### src/rtl/bcd_pkg.sv
// Shared constants and state encoding for the serial BCD complement unit.
package bcd_pkg;

    localparam logic       MODE_9S  = 1'b0;
    localparam logic       MODE_10S = 1'b1;
    localparam logic [3:0] BCD_MAX  = 4'd9;

    typedef enum logic [1:0] {
        IDLE = 2'd0,
        RUN  = 2'd1,
        DONE = 2'd2
    } state_t;

endpackage

### src/rtl/bcd_digit_comp.sv
// Single-digit BCD complement step: y = (9 - x) + ci with decimal carry,
// or 4'hF and inv = 1 for an invalid digit (incoming carry discarded).
// Ports: x digit in, ci carry in, y result digit, co carry out, inv invalid flag.
module bcd_digit_comp
    import bcd_pkg::*;
(
    input  logic [3:0] x,
    input  logic       ci,
    output logic [3:0] y,
    output logic       co,
    output logic       inv
);

    logic [4:0] s;

    always_comb begin
        // s only matters for valid digits, where 9 - x cannot underflow
        s   = 5'(BCD_MAX - x) + 5'(ci);
        y   = s[3:0];
        co  = 1'b0;
        inv = 1'b0;
        if (x > BCD_MAX) begin
            y   = 4'hF;
            inv = 1'b1;
        end else if (s == 5'd10) begin
            y  = 4'd0;
            co = 1'b1;
        end
    end

endmodule

### src/rtl/bcd_comp_serial.sv
// Serial multi-digit BCD 9's/10's complementer, one digit per clock, LSD first.
// Ports: clk, rst (async active-high); in_valid/in_ready with mode and d (operand);
// out_valid/out_ready with C (result), E (per-digit invalid), err (|E), cout.
module bcd_comp_serial
    import bcd_pkg::*;
#(
    parameter int unsigned DIGITS = 4
) (
    input  logic                clk,
    input  logic                rst,
    input  logic                in_valid,
    output logic                in_ready,
    input  logic                mode,
    input  logic [4*DIGITS-1:0] d,
    output logic                out_valid,
    input  logic                out_ready,
    output logic [4*DIGITS-1:0] C,
    output logic [DIGITS-1:0]   E,
    output logic                err,
    output logic                cout
);

    localparam int unsigned W     = 4 * DIGITS;
    localparam int unsigned IDX_W = (DIGITS > 1) ? $clog2(DIGITS) : 1;
    localparam int unsigned LAST  = DIGITS - 1;

    state_t            state, state_nxt;
    logic [W-1:0]      op_q;
    logic              mode_q;
    logic              carry_q;
    logic [IDX_W-1:0]  idx_q;

    logic              accept_c;
    logic              last_c;
    logic [3:0]        digit_c;
    logic [3:0]        y_c;
    logic              co_c;
    logic              inv_c;

    assign in_ready  = (state == IDLE);
    assign out_valid = (state == DONE);
    assign err       = |E;
    assign accept_c  = in_valid & in_ready;
    assign last_c    = (idx_q == IDX_W'(LAST));

    // Select the operand digit addressed by the index counter
    always_comb begin
        digit_c = 4'd0;
        for (int i = 0; i < int'(DIGITS); i++) begin
            if (idx_q == IDX_W'(i)) digit_c = op_q[4*i +: 4];
        end
    end

    bcd_digit_comp u_digit (
        .x   (digit_c),
        .ci  (carry_q),
        .y   (y_c),
        .co  (co_c),
        .inv (inv_c)
    );

    // State register
    always_ff @(posedge clk or posedge rst) begin
        if (rst) state <= IDLE;
        else     state <= state_nxt;
    end

    // Next-state logic
    always_comb begin
        state_nxt = state;
        case (state)
            IDLE:    if (accept_c)              state_nxt = RUN;
            RUN:     if (last_c)                state_nxt = DONE;
            DONE:    if (out_valid & out_ready) state_nxt = IDLE;
            default:                            state_nxt = IDLE;
        endcase
    end

    // Operand capture and per-digit result write
    always_ff @(posedge clk or posedge rst) begin
        if (rst) begin
            op_q    <= '0;
            mode_q  <= MODE_9S;
            carry_q <= 1'b0;
            idx_q   <= '0;
            C       <= '0;
            E       <= '0;
            cout    <= 1'b0;
        end else if (accept_c) begin
            op_q    <= d;
            mode_q  <= mode;
            carry_q <= mode;
            idx_q   <= '0;
            C       <= '0;
            E       <= '0;
            cout    <= 1'b0;
        end else if (state == RUN) begin
            for (int i = 0; i < int'(DIGITS); i++) begin
                if (idx_q == IDX_W'(i)) begin
                    C[4*i +: 4] <= y_c;
                    E[i]        <= inv_c;
                end
            end
            carry_q <= co_c;
            idx_q   <= idx_q + IDX_W'(1);
            if (last_c) cout <= (mode_q == MODE_10S) & co_c;
        end
    end

endmodule

### config.mk
export PLATFORM = sky130hd
export DESIGN_NAME = bcd_comp_serial
export DESIGN_NICKNAME = d
export VERILOG_FILES = /design/src/rtl/bcd_pkg.sv /design/src/rtl/bcd_digit_comp.sv /design/src/rtl/bcd_comp_serial.sv
export SDC_FILE = /design/constraint.sdc
export NUM_CORES = 1
export LEC_CHECK = 0
export CELL_PAD_IN_SITES_DETAIL_PLACEMENT = 1
export CELL_PAD_IN_SITES_GLOBAL_PLACEMENT = 1
export CORE_AREA = 10 10 86 88
export DETAILED_ROUTE_END_ITERATION = 8
export DIE_AREA = 0 0 96 98
export GPL_ROUTABILITY_DRIVEN = 1
export PLACE_DENSITY = 0.84
export SYNTH_ARGS = -nofsm -noshare
export SYNTH_HDL_FRONTEND = slang
export SYNTH_SLANG_ARGS = --single-unit
### constraint.sdc
create_clock -name clk -period 3 [get_ports clk]
set_input_delay 0.6 -clock clk [delete_from_list [all_inputs] [get_ports clk]]
set_output_delay 0.6 -clock clk [all_outputs]
set_load 0.01 [all_outputs]
# After elaboration in Yosys (flattened, before gate mapping)
# Index checks and enable logic that the tools add are counted.
# word_totals
in_bits,21
word_cells,75
register_bits,43
out_inout_bits,24
# classes
add_sub_neg,3
n_reduce_logical,13
bitwise,3
n_eq_ne,9
mux,32
order_cmp,1
# ops
operator,count
$mux 4,12
$mux 16,2
$mux 1,12
$mux 2,5
$reduce_bool 2->1,5
$reduce_and 2->1,4
$eq 2x2->1 const B,3
$pmux 2 s3,1
$add 5x1->5,1
$eq 5x4->1 const B,1
$sub 4x4->5 const A,1
$eq 2x1->1 const B,2
$gt 4x4->1 const B,1
$logic_not 2->1,2
$ne 2x1->1 const B,2
$reduce_or 4->1,1
$and 1x1->1,3
$reduce_and 3->1,1
$add 2x1->2 const B,1
$ne 2x2->1 const B,1

# Longest topological paths before layout
# logic_depth
depth_word,14
depth_mapped,15
ltp_nobuf,14

# By module
# Synthesis repeated with hierarchy kept, for this count alone.
# hier_totals
hier_cells,193
area_unflattened_um2,2045.7
# by_module_without_submodules
mod,cells_per_inst,area_per_inst_um2,seq_area_each_um2,n_inst
bcd_comp_serial,177,1920.6,1076.0,1
bcd_digit_comp,16,125.1,0.0,1

# Worst setup path after synthesis
# OpenSTA, ideal clock, no wires.
# synth_path
path_kind,register to register
start,register idx_q[1]
end,register C[13]
path_buffers,1
arrival_ps,2462
path_stages_with_launch,16
period_less_slack_ps,2594
setup_slack_ps,406
cell_sequence,dfrtp_1 -> inv_1 -> ha_1 -> buf_6 -> nand3b_1 -> a21oi_1 -> a21oi_1 -> nor2_1 -> a21oi_1 -> ha_1 -> inv_1 -> ha_1 -> nor3_1 -> nand2b_1 -> nor3_1 -> o31ai_1
# synth_between
elab_chain_cells,13
word_cells_on_any_way,19
classes_between,add/sub (2); order compare (1); eq/ne (4); mux (9); reduce/logical (3)
# synth_lines
element,line,text
"start, declared",bcd_comp_serial.sv:31,logic [IDX_W-1:0] idx_q;
"start signal, assigned",bcd_comp_serial.sv:105,idx_q <= idx_q + IDX_W'(1);
$logic_not 2->1,bcd_comp_serial.sv:50,if (idx_q == IDX_W'(i)) digit_c = op_q[4*i +: 4];
$mux 4 (4 in a row),bcd_comp_serial.sv:50,
$sub 4x4->5,bcd_digit_comp.sv:18,s = 5'(BCD_MAX - x) + 5'(ci);
$add 5x1->5,bcd_digit_comp.sv:18,
$eq 5x4->1,bcd_digit_comp.sv:25,end else if (s == 5'd10) begin
$mux 4,bcd_digit_comp.sv:25,
$mux 4,bcd_digit_comp.sv:22,if (x > BCD_MAX) begin
$mux 4,bcd_comp_serial.sv:99,if (idx_q == IDX_W'(i)) begin
$mux 16,bcd_comp_serial.sv:97,end else if (state == RUN) begin
$mux 16,bcd_comp_serial.sv:89,end else if (accept_c) begin
"end signal, assigned by index",bcd_comp_serial.sv:100,C[4*i +: 4] <= y_c;
"end, declared",bcd_comp_serial.sv:17,"output logic [4*DIGITS-1:0] C,"
# Several ways; a longest one is shown, not always the timed one. The select of a mux whose other input is x is not followed.
# A chain may end at the register's enable or synchronous reset.

# Final worst setup path
# layout_path
start,register idx_q[1]
end,register C[5]
# The elaborated chain is that of the path after synthesis.

==> results.toml <==
[layout]
fill_cells = 680
area_delta_synth_final_pct = 31.0
drive_above_1_share_pct = 9.52
most-common-layout-cells = "nand2_1, clkdlybuf4s50_1, dfrtp_1"
final_common_cell = "nand2_1"
antennaDiodeCount = 0
final_area_um2 = 2760
nets = 299

[sta]
slew_viol_final = 0
grt_setup_unrepaired = "no"
setup_tns_ns = 0
fin_skew_ns = 0.00775
max_freq_ghz = 0.373
worst_pin_slew_ns = 0.675
setup_viol_count_final = 0
period_needed_ns = 2.68
finalHoldViolCount = 0
maxSlewHeadroom_pct = 54.9
period_share_pct = 89.3

[yosys]
synth_top_family_by_area = "simple AND/OR/NAND/NOR gates"
yosysUniqueCellTypes = 40
syn_inst = 228
syn_area_um2 = 2100
yosysTopAreaCell = "dfrtp_1"
synth.area.top_cells = "dfrtp_1, nand2_1, a21oi_1, ha_1, o21ai_0"
syn_area_per_cell_um2 = 9.22
synth_adder_area_share_pct = 3.57
ys_seq_elements = 43
synth_top_area_share_pct = 51.2
muxShareOfSynthArea_pct = 1.01
synth_nets = 255
synthArstFlopShare_pct = 100
yosysWarnings = 0
yosys_most_used_dff = "dfrtp_1"
synth_xor_xnor_area_share_pct = 0.416
synth-edff-count = 0
synth-simple-area-share_pct = 23.4
synth_compound_area_share_pct = 15.9
ys_seq_area_share_pct = 51.2

[critical_path]
reg2reg_slack_ns = 0.32
cp_max_fo = 5
worst_setup_path_start_kind = "flip-flop"
cp_slowest_cell = "dfrtp_1"
path_buf_inv = 2
crit_path_max_incr_delay_ns = 0.42
worstSetupPathType = "reg -> reg"
cpLargestDelayFamily = "adder cells"
cp_data_arrival_time_ns = 2.85
cp.required_ns = 3.17
r2r-end = "C[5]"
crit_path_end_kind = "flip-flop"
path_cells = "inv_1 > ha_1 > nand3b_1 > a21oi_1 > a21oi_1 > nor2_1 > a21oi_1 > ha_1 > inv_1 > ha_1 > nor3_2 > nand2b_1 > o31ai_1 > nand3_1"
r2r_cells = 14
rr_startpoint = "idx_q[1]"

[outcome]
run_status = "finished, final reports clean"

[global_route]
grt_start_max_net_pins = 44
antenna_found_initial = 0
grt_pass1_wl_um = 9290
grt_pass1_vias = 1921
grt_overflow = 0
grt_usage_pct = 12.2

[route]
num_vias = 1768
drc = 0
wl_um = 5680
antenna_left = 0
drtIter0Drc = 36
routed_via_density = 5.08
first_pass_iters = 4
avgRoutedWirePerCell_um = 16.3

[placement]
dp_hpwl_um = 4340
gp_congestion = 0.823
io_buffers = 44
postPlaceCellArea_um2 = 2610

[floorplanning]
dieArea_um2 = 9410
start_util_pct = 36.6
io-pin-count = 45
fp.dieW_um = 96
core_um2 = 5750
row_count = 28
die_h_um = 98

[power_and_ir_drop]
ir_drop_mv = 0.432
power.leakage_nw = 1.25
power.density_nw_per_um2 = 1230

[clock_tree]
root_buffer = "clkbuf_8"
numCtsBuffers = 5
clock_path_buffers = 2
cts_tree = "yes"
h-tree-depth = 2
hold_buffers = 0
clock_latency_ns = 0.30
cts_sinks = 43
path_clk_slew_ns = 0.08
ctsResizeCount = 0
post_cts_buffers = 0

[worst_hold_path]
whs_path_depth = 2
worstHoldPathType = "reg -> reg"
min_to = "op_q[10]"
hold_path.startpoint = "op_q[10]"

[flow_run]
cap_violations = 0
[tightest hold or removal path: cells and delay by family (launching register included)]
family	cells	cell delay (ns)
flops	1	0.35
simple gates	2	0.11
[registers in the layout, summed over array words and instances, names as in the netlist]
register / count
C: 16
mode_q: 1
op_q: 16
E: 4
cout: 1
state: 2
carry_q: 1
idx_q: 2
[layout make-up]
cell class,instances,area (um2),share of cell area [%]
multi-input cells,166,948,34.4
clock inverters,2,60.1,2.18
flip-flops and latches,43,1080,39.1
clock buffers,6,72.6,2.63
well taps,75,93.8,3.41
inverters,7,26.3,0.954
repair buffers,49,478,17.3
[stage by stage]
stage | instances | util [%] | power [W] | setup WS, ns | hold WS, ns
floorplan | 228 | - | 0.00221 | 0.406 | 0.445
global placement | 340 | 45.4 | 0.00275 | 0.284 | 0.464
detailed placement | 340 | 45.4 | 0.00284 | 0.137 | 0.475
CTS | 348 | 47.7 | 0.00338 | 0.101 | 0.499
global route | 348 | 48.0 | 0.00366 | 0.0219 | 0.519
finish | 348 | 48.0 | 0.00338 | 0.320 | 0.494
[cells by family (layout without fill, tap and decap cells)]
family / Yosys count / count (layout)
adders and majority gates: 6 / 6
muxes: 2 / 2
DFF: 43 / 43
AOI/OAI and AO/OA: 52 / 52
buffers and inverters: 19 / 64
xor gates and xnor gates: 1 / 1
and+or+nand+nor: 105 / 105
[cells in the mapped netlist, types with 2 or more instances]
library cell and n:
nor2_2 2, nor2b_1 4, o21ai_0 10, nor3_1 2
clkbuf_1 6, and2_1 2, a211oi_1 2, and2_0 2
o21ai_1 4, nand3_1 6, buf_2 3, ha_1 6
buf_6 2, a211oi_2 2, and3_1 3, nor3b_1 3
nand2_1 66, nand3b_1 3, o31ai_1 5, a21oi_1 21
dfrtp_1 43, nor2_1 7, inv_1 7
[worst max path at each step]
stage | end | slack, ns | from | depth (start not counted)
2_1_floorplan | C[13] | 0.41 | idx_q[1] | 15
3_3_place_gp | C[1] | 0.28 | idx_q[0] | 13
3_5_place_dp | C[13] | 0.14 | idx_q[0] | 13
4_1_cts | C[1] | 0.10 | idx_q[0] | 13
5_1_grt | C[5] | 0.02 | idx_q[1] | 14
6_report | C[5] | 0.32 | idx_q[1] | 14
[where the power goes]
group | leakage, nW | internal [W] | switching, W
Sequential | 0.545 | 0.000836 | 0.000178
Clock | 0.0654 | 0.000333 | 0.000199
Combinational | 0.635 | 0.000774 | 0.00106
Total | 1.25 | 0.00194 | 0.00144
[metal layers]
layer / wire length [um] / GRT usage, % / vias up
met2: 2840 / 20.8 / 37
met1: 2450 / 14.4 / 873
met4: 87 / 3.63 / 0
met3: 302 / 3.22 / 8
met5: 0 / 0 / -
li1: - / - / 850
(Power assumes the default switching activity.)
